### src/rtl/fmdll_sar_ctrl.sv
// FMDLL delay-code controller: SAR acquisition then +/-1 tracking with lock detect.
// Optional FMDLL_LOCK_HOLD_EN freezes code and lock once locked.
module fmdll_sar_ctrl #(
  parameter int CODE_W     = 6,
  parameter int SETTLE_CYC = 2,
  parameter int LOCK_CNT   = 4
) (
  input  logic              clk_div,
  input  logic              rst_n,
  input  logic              start,
  input  logic              pd_up,
  output logic [CODE_W-1:0] code,
  output logic              busy,
  output logic              sar_done,
  output logic              locked
);

  localparam int BW = (CODE_W > 2) ? $clog2(CODE_W) : 1;
  localparam int SW = (SETTLE_CYC > 1) ? $clog2(SETTLE_CYC + 1) : 1;
  localparam int RW = $clog2(LOCK_CNT + 1);

  localparam logic [CODE_W-1:0] MID = {1'b1, {(CODE_W-1){1'b0}}};
  localparam logic [CODE_W-1:0] ONE = CODE_W'(1);
  localparam logic [BW-1:0]     TOP = BW'(CODE_W - 1);
  localparam logic [SW-1:0]     SET = SW'(SETTLE_CYC);
  localparam logic [RW-1:0]     LCK = RW'(LOCK_CNT);

  typedef enum logic [1:0] {
    IDLE,
    SAR,
    TRACK
  } state_t;

  state_t            state;
  logic [BW-1:0]     bit_idx;
  logic [SW-1:0]     settle_cnt;
  logic [RW-1:0]     rev_cnt;
  logic              last_dir;

  logic [CODE_W-1:0] sar_nxt;
  logic [CODE_W-1:0] trk_nxt;
  logic [CODE_W:0]   inc;
  logic              hold;

  // trial bit resolved by pd_up, next lower bit raised for its trial
  always_comb begin
    sar_nxt = code;
    if (!pd_up) sar_nxt[bit_idx] = 1'b0;
    if (bit_idx != '0) sar_nxt[bit_idx - BW'(1)] = 1'b1;
  end

  assign inc = {1'b0, code} + {{CODE_W{1'b0}}, 1'b1};

  always_comb begin
    trk_nxt = code;
    if (pd_up) begin
      if (!inc[CODE_W]) trk_nxt = inc[CODE_W-1:0];
    end else if (code != '0) begin
      trk_nxt = code - ONE;
    end
  end

`ifdef FMDLL_LOCK_HOLD_EN
  assign hold = locked;
`else
  assign hold = 1'b0;
`endif

  always_ff @(posedge clk_div or negedge rst_n) begin
    if (!rst_n) begin
      state      <= IDLE;
      code       <= MID;
      busy       <= 1'b0;
      sar_done   <= 1'b0;
      locked     <= 1'b0;
      bit_idx    <= TOP;
      settle_cnt <= '0;
      rev_cnt    <= '0;
      last_dir   <= 1'b0;
    end else begin
      sar_done <= 1'b0;
      if (start) begin
        state      <= SAR;
        code       <= MID;
        bit_idx    <= TOP;
        settle_cnt <= SET;
        busy       <= 1'b1;
        locked     <= 1'b0;
      end else begin
        unique case (state)
          IDLE: ;
          SAR: begin
            if (settle_cnt != '0) begin
              settle_cnt <= settle_cnt - SW'(1);
            end else begin
              code       <= sar_nxt;
              settle_cnt <= SET;
              if (bit_idx != '0) begin
                bit_idx <= bit_idx - BW'(1);
              end else begin
                state    <= TRACK;
                busy     <= 1'b0;
                sar_done <= 1'b1;
                rev_cnt  <= '0;
                last_dir <= pd_up;
              end
            end
          end
          TRACK: begin
            if (settle_cnt != '0) begin
              settle_cnt <= settle_cnt - SW'(1);
            end else begin
              settle_cnt <= SET;
              last_dir   <= pd_up;
              if (!hold) begin
                code <= trk_nxt;
                if (pd_up != last_dir) begin
                  if (rev_cnt != LCK) rev_cnt <= rev_cnt + RW'(1);
                  if (rev_cnt >= LCK - RW'(1)) locked <= 1'b1;
                end else begin
                  rev_cnt <= '0;
                  locked  <= 1'b0;
                end
              end
            end
          end
          default: state <= IDLE;
        endcase
      end
    end
  end

endmodule
### config.mk
export PLATFORM = sky130hd
export DESIGN_NAME = fmdll_sar_ctrl
export DESIGN_NICKNAME = d
export VERILOG_FILES = /design/src/rtl/fmdll_sar_ctrl.sv
export SDC_FILE = /design/constraint.sdc
export NUM_CORES = 1
export LEC_CHECK = 0
export BUFFER_PORTS_ARGS = -buffer_cell sky130_fd_sc_hd__buf_2
export CELL_PAD_IN_SITES_DETAIL_PLACEMENT = 0
export CELL_PAD_IN_SITES_GLOBAL_PLACEMENT = 2
export CORE_MARGIN = 1
export CORE_UTILIZATION = 36
export DETAILED_ROUTE_END_ITERATION = 12
export GPL_TIMING_DRIVEN = 0
export PLACE_DENSITY_LB_ADDON = 0.1
export SLEW_MARGIN = 20
export SYNTH_ARGS = -nofsm -noshare
export SYNTH_HDL_FRONTEND = slang
export SYNTH_SLANG_ARGS = --single-unit
### constraint.sdc
create_clock -name clk_div -period 2.8 [get_ports clk_div]
set_clock_uncertainty 0.05 [all_clocks]
set_input_delay 0.56 -clock clk_div [delete_from_list [all_inputs] [get_ports clk_div]]
set_output_delay 0.56 -clock clk_div [all_outputs]
set_load 0.01 [all_outputs]
# After elaboration in Yosys (flattened, before gate mapping)
# Cells that the tools add are included.
dict set report word_totals {
  ff_bits 20
  in_bits 4
  output_inout_bits 9
  word_cells 108
}
dict set report op_classes {
  add_sub_neg 5
  order_cmp 5
  n_eq_ne 17
  n_mux 47
  bitwise_logic 4
  n_reduce_logical 21
}
# op count
set ops {}
lappend ops {{6-bit two-way mux} 8}
lappend ops {{3-bit two-way mux} 9}
lappend ops {{1-bit two-way mux} 18}
lappend ops {{3-bit inequality test, second input constant} 5}
lappend ops {{2-bit two-way mux} 6}
lappend ops {{6-bit case mux with 2 select lines} 1}
lappend ops {{3-bit AND reduction} 4}
lappend ops {{2-bit nonzero test} 6}
lappend ops {{2-bit inequality test, second input constant} 5}
lappend ops {{5-bit AND reduction} 2}
lappend ops {{3-bit by 4-bit < comparator with 1-bit output, second input constant} 2}
lappend ops {{4-bit inequality test, second input constant} 2}
lappend ops {{6-bit by 1-bit adder with 7-bit output, second input constant} 1}
lappend ops {{6-bit bitwise AND} 1}
lappend ops {{1-bit demux with 3-bit select} 2}
lappend ops {{3-bit by 1-bit >= comparator with 1-bit output, second input constant} 2}
lappend ops {{6-bit inverter} 1}
lappend ops {{6-bit OR} 1}
lappend ops {{3-bit case mux with 2 select lines} 1}
lappend ops {{6-bit AND reduction} 1}
lappend ops {{3-bit nonzero test} 2}
lappend ops {{6-bit nonzero test} 1}
lappend ops {{6-bit by 1-bit subtractor with 6-bit output, second input constant} 1}
lappend ops {{2-bit case mux with 2 select lines} 1}
lappend ops {{other kinds (14)} 16}

# Depth between registers and ports, before layout
dict set report depth {
  depth_word 12
  ltp_mapped 8
}

# Worst setup path before layout
# No wires, ideal clock.
dict set report synth_path {
  path_kind {flip-flop to flip-flop}
  from {reg bit_idx[0]}
  to {reg code[4]}
  setup_ns 0.121
  arrival_time_ns 1.979
  setup_slack_ns 0.650
  stages_incl_launch_ff 9
  path_buffers 1
  period_less_slack_ns 2.150
  cell_sequence {dfstp_2 buf_4 inv_2 ha_1 and3b_1 a311o_1 a22oi_1 o21ai_0 a22o_1}
}
dict set report synth_via {
  elab_chain_cells 12
  elab_cells_between_ends 20
}
# element line_no
set synth_lines {}
lappend synth_lines {{from (decl)} 35} ;# logic [BW-1:0] bit_idx;
lappend synth_lines {{from (signal assigned)} 99} ;# bit_idx <= bit_idx - BW'(1);
lappend synth_lines {{branches (longest 8 deep; another with 3-bit by 4-bit < comparator with 1-bit output)} --}
lappend synth_lines {{6-bit two-way mux *} 49} ;# if (bit_idx != '0) sar_nxt[bit_idx - BW'(1)] = 1'b1;
lappend synth_lines {{6-bit two-way mux *} 93} ;# if (settle_cnt != '0) begin
lappend synth_lines {{6-bit case mux with 2 select lines *} 90} ;# unique case (state)
lappend synth_lines {{6-bit two-way mux *} 82} ;# if (start) begin
lappend synth_lines {{to (signal assigned)} 96} ;# code <= sar_nxt;
lappend synth_lines {{to (signal assigned)} 116} ;# code <= trk_nxt;
lappend synth_lines {{to (decl)} 12} ;# output logic [CODE_W-1:0] code,
# Every way passes the cells marked *. The select of a mux whose other input is x is not followed.
# A chain may end at the register's enable or synchronous reset.

# Final worst setup path
# Ends and elaborated chain as after synthesis.

==> summary.txt <==
status = completed
number of synthesized flops with an enable pin = 0
dpl cells = 226
Die ar. = 4410 um^2
H-tree depth = 1
Layout Nets = 198
Hold WC Path Type = in -> async
Post-Syn Instances = 164
post-synthesis compound-gate area fraction = 22.7%
Die W = 66.4 um
Antenna Nets Post-Route = 0
vias per cell = 5.47
synthesized area per cell = 9.10 um^2
Initial Utilization = 37.3%
First DRT Iteration DRCs = 52
CTS tree = done
total core area = 4000 um^2
WS Path Type = reg -> reg
vias in the first global route = 1,229
most frequent cells in the layout = nor2_1 (19), dfrtp_1 (17), buf_2 (14)
final period utilization = 83.4%
setup violators final = 0
Post-Syn Nets = 181
Synth Warn # = 0
crit path capture type = flop
PwrDens = 845 nW/um^2
sequential-to-total area share from yosys stat = 33.8%
drt wl/cell = 15.3 um
Clock Tree Root = clkbuf_8
drt drc = 0
hpwl dp = 2650 um
Worst Path Required = 2910 ps
r2r startpoint = bit_idx[0]
max cap viols = 0
Die H = 66.4 um
CTS max path bufs = 2
# rows = 23
fin crit period = 2340 ps
overall routing resource usage = 18.3%
Hold Vio Cnt, Final = 0
mux share of post-synthesis cell area = 2.77%
fillers = 417
final wirelength = 3510 um
main area contributors after synthesis = dfrtp_1 (28%), ha_1 (11%), dfstp_2 (5.3%)
Final Max Tran Viols = 0
Slew @ Worst Pin = 603 ps
GP Congestion = 0.761
io pins = 13
global-route wire length before repair = 5940 um
# Post-CTS Setup Buffers = 0
RSZ-0062 raised after global routing = false
reg2reg path depth = 8
Area Overhead vs Synth = 11.2%
flop2flop setup slack = 460 ps
fin worst setup slack = 465 ps
Util after Layout = 41.5%
area share of the largest cell type after synthesis = 28.5%
Worst-Skew Late Latency = 260 ps
main combinational cell family by area after synthesis = compound AO/OA/AOI/OAI gates
Mapped Area = 1490 um^2
VDD IR max = 286 uV
reg-to-reg endpoint = code[4]
Clock Pin Slew Worst Setup and Hold Paths = 80 ps
Antenna diodes = 0
Yosys top cell by area = dfrtp_1
Synth Area in Adders = 10.9%
Main synth FF type = dfrtp_1
TritonCTS Sinks = 20
IO buf count = 12
post-route insts no fill = 230
cts repair resizes = 0
layout cells sized above 1 = 20.6%
setup TNS = 0 ps
commonest non-fill, non-tap cell in the layout = nor2_1
Arr. time, crit path = 2450 ps
simple-gate share of the synthesized area = 21.5%
DR pass1 iterations = 4
vias = 1,257
hold-fix buffers at CTS = 0
total CTS buffers = 3
largest net degree at the start of global routing = 21
#FFs+latches synth = 20
pre-CTS WS = 479 ps
post-synthesis async set-or-reset flop share = 100%
Worst setup SP type = flop
initial antenna violation count = 0
Pwr Total = 1.40 mW
post-synthesis cell type count = 57
CP Max Fanout = 7
Fmax = 428 MHz
Slew Limit Headroom = 59.4%
XOR/XNOR Fraction of Synth Area = 1.76%
Leak = 0.739 nW
GRT overflow = 0
==> metrics by stage <==
| step | area [um^2] | hold slack (ps) |
|---|---|---|
| after global routing | 1660 | 238 |
| final | 1660 | 197 |
| after global placement | 1620 | 419 |
| after CTS | 1660 | 217 |
| after floorplan | 1490 | 214 |
| after detailed placement | 1620 | 437 |
==> worst max-delay path by stage <==
stage,startpoint,endpoint,slack (ps)
after global routing,bit_idx[0],code[3],320
after global placement,bit_idx[0],code[4],460
after CTS,bit_idx[0],code[2],450
after detailed placement,bit_idx[0],code[4],480
final,bit_idx[0],code[4],460
after floorplan,bit_idx[0],code[4],650
==> layout make-up <==
class / instances / area (um^2) / area share, %
multi-input cells: 123 / 891 / 53.7
flip-flops and latches: 20 / 504 / 30.4
well taps: 50 / 62.6 / 3.77
repair buffers: 12 / 60.1 / 3.62
plain buffers: 8 / 48.8 / 2.94
inverters: 13 / 48.8 / 2.94
clock buffers: 4 / 45.0 / 2.71
==> worst max-delay path: stages (launching register included) <==
cell and delay (ps):
dfstp_2 520, buf_4 150, inv_2 80, ha_1 370, and3b_1 210, a311o_1 320
a22oi_1 200, o21ai_0 100, a22o_1 240
==> cells in the mapped netlist, types with 3 or more instances <==
cell      count
mux2i_1       3
a21oi_1       4
dfrtp_1      17
nand2_1      12
nand3b_1      3
o21ai_0       7
dfstp_2       3
nor3_1        5
a22o_1        4
inv_1        12
ha_1         13
nand2b_1      5
a211o_1       3
nor2_1       19
==> logic make-up after synthesis <==
family,Yosys count
and+or+nand+nor,61
xor gates and xnor gates,3
adders and majority gates,13
buffers and inverters,21
muxes,4
DFF,20
AOI/OAI and AO/OA,42
==> report_power, final <==
part           internal [mW]  total (mW)  switching, mW  leakage (nW)
sequential             0.371       0.451         0.0808         0.250
combinational          0.333       0.746          0.412         0.466
clock                  0.102       0.207          0.105        0.0228
total                  0.806        1.40          0.598         0.739
==> sequential cells by signal (all words and copies together) (netlist names) <==
name and cells:
rev_cnt 3, code 6, locked 1, state 2, last_dir 1, bit_idx 3
settle_cnt 2, busy 1, sar_done 1
==> metal layers <==
metal	vias to the layer above	GRT usage, %	part of all wire, %
met2	11	32.4	49
met3	4	2.59	1.6
met4	0	6.38	1.2
met5	-	0	0
li1	621	-	-
met1	621	22.5	48
(Power assumes the default switching activity.)
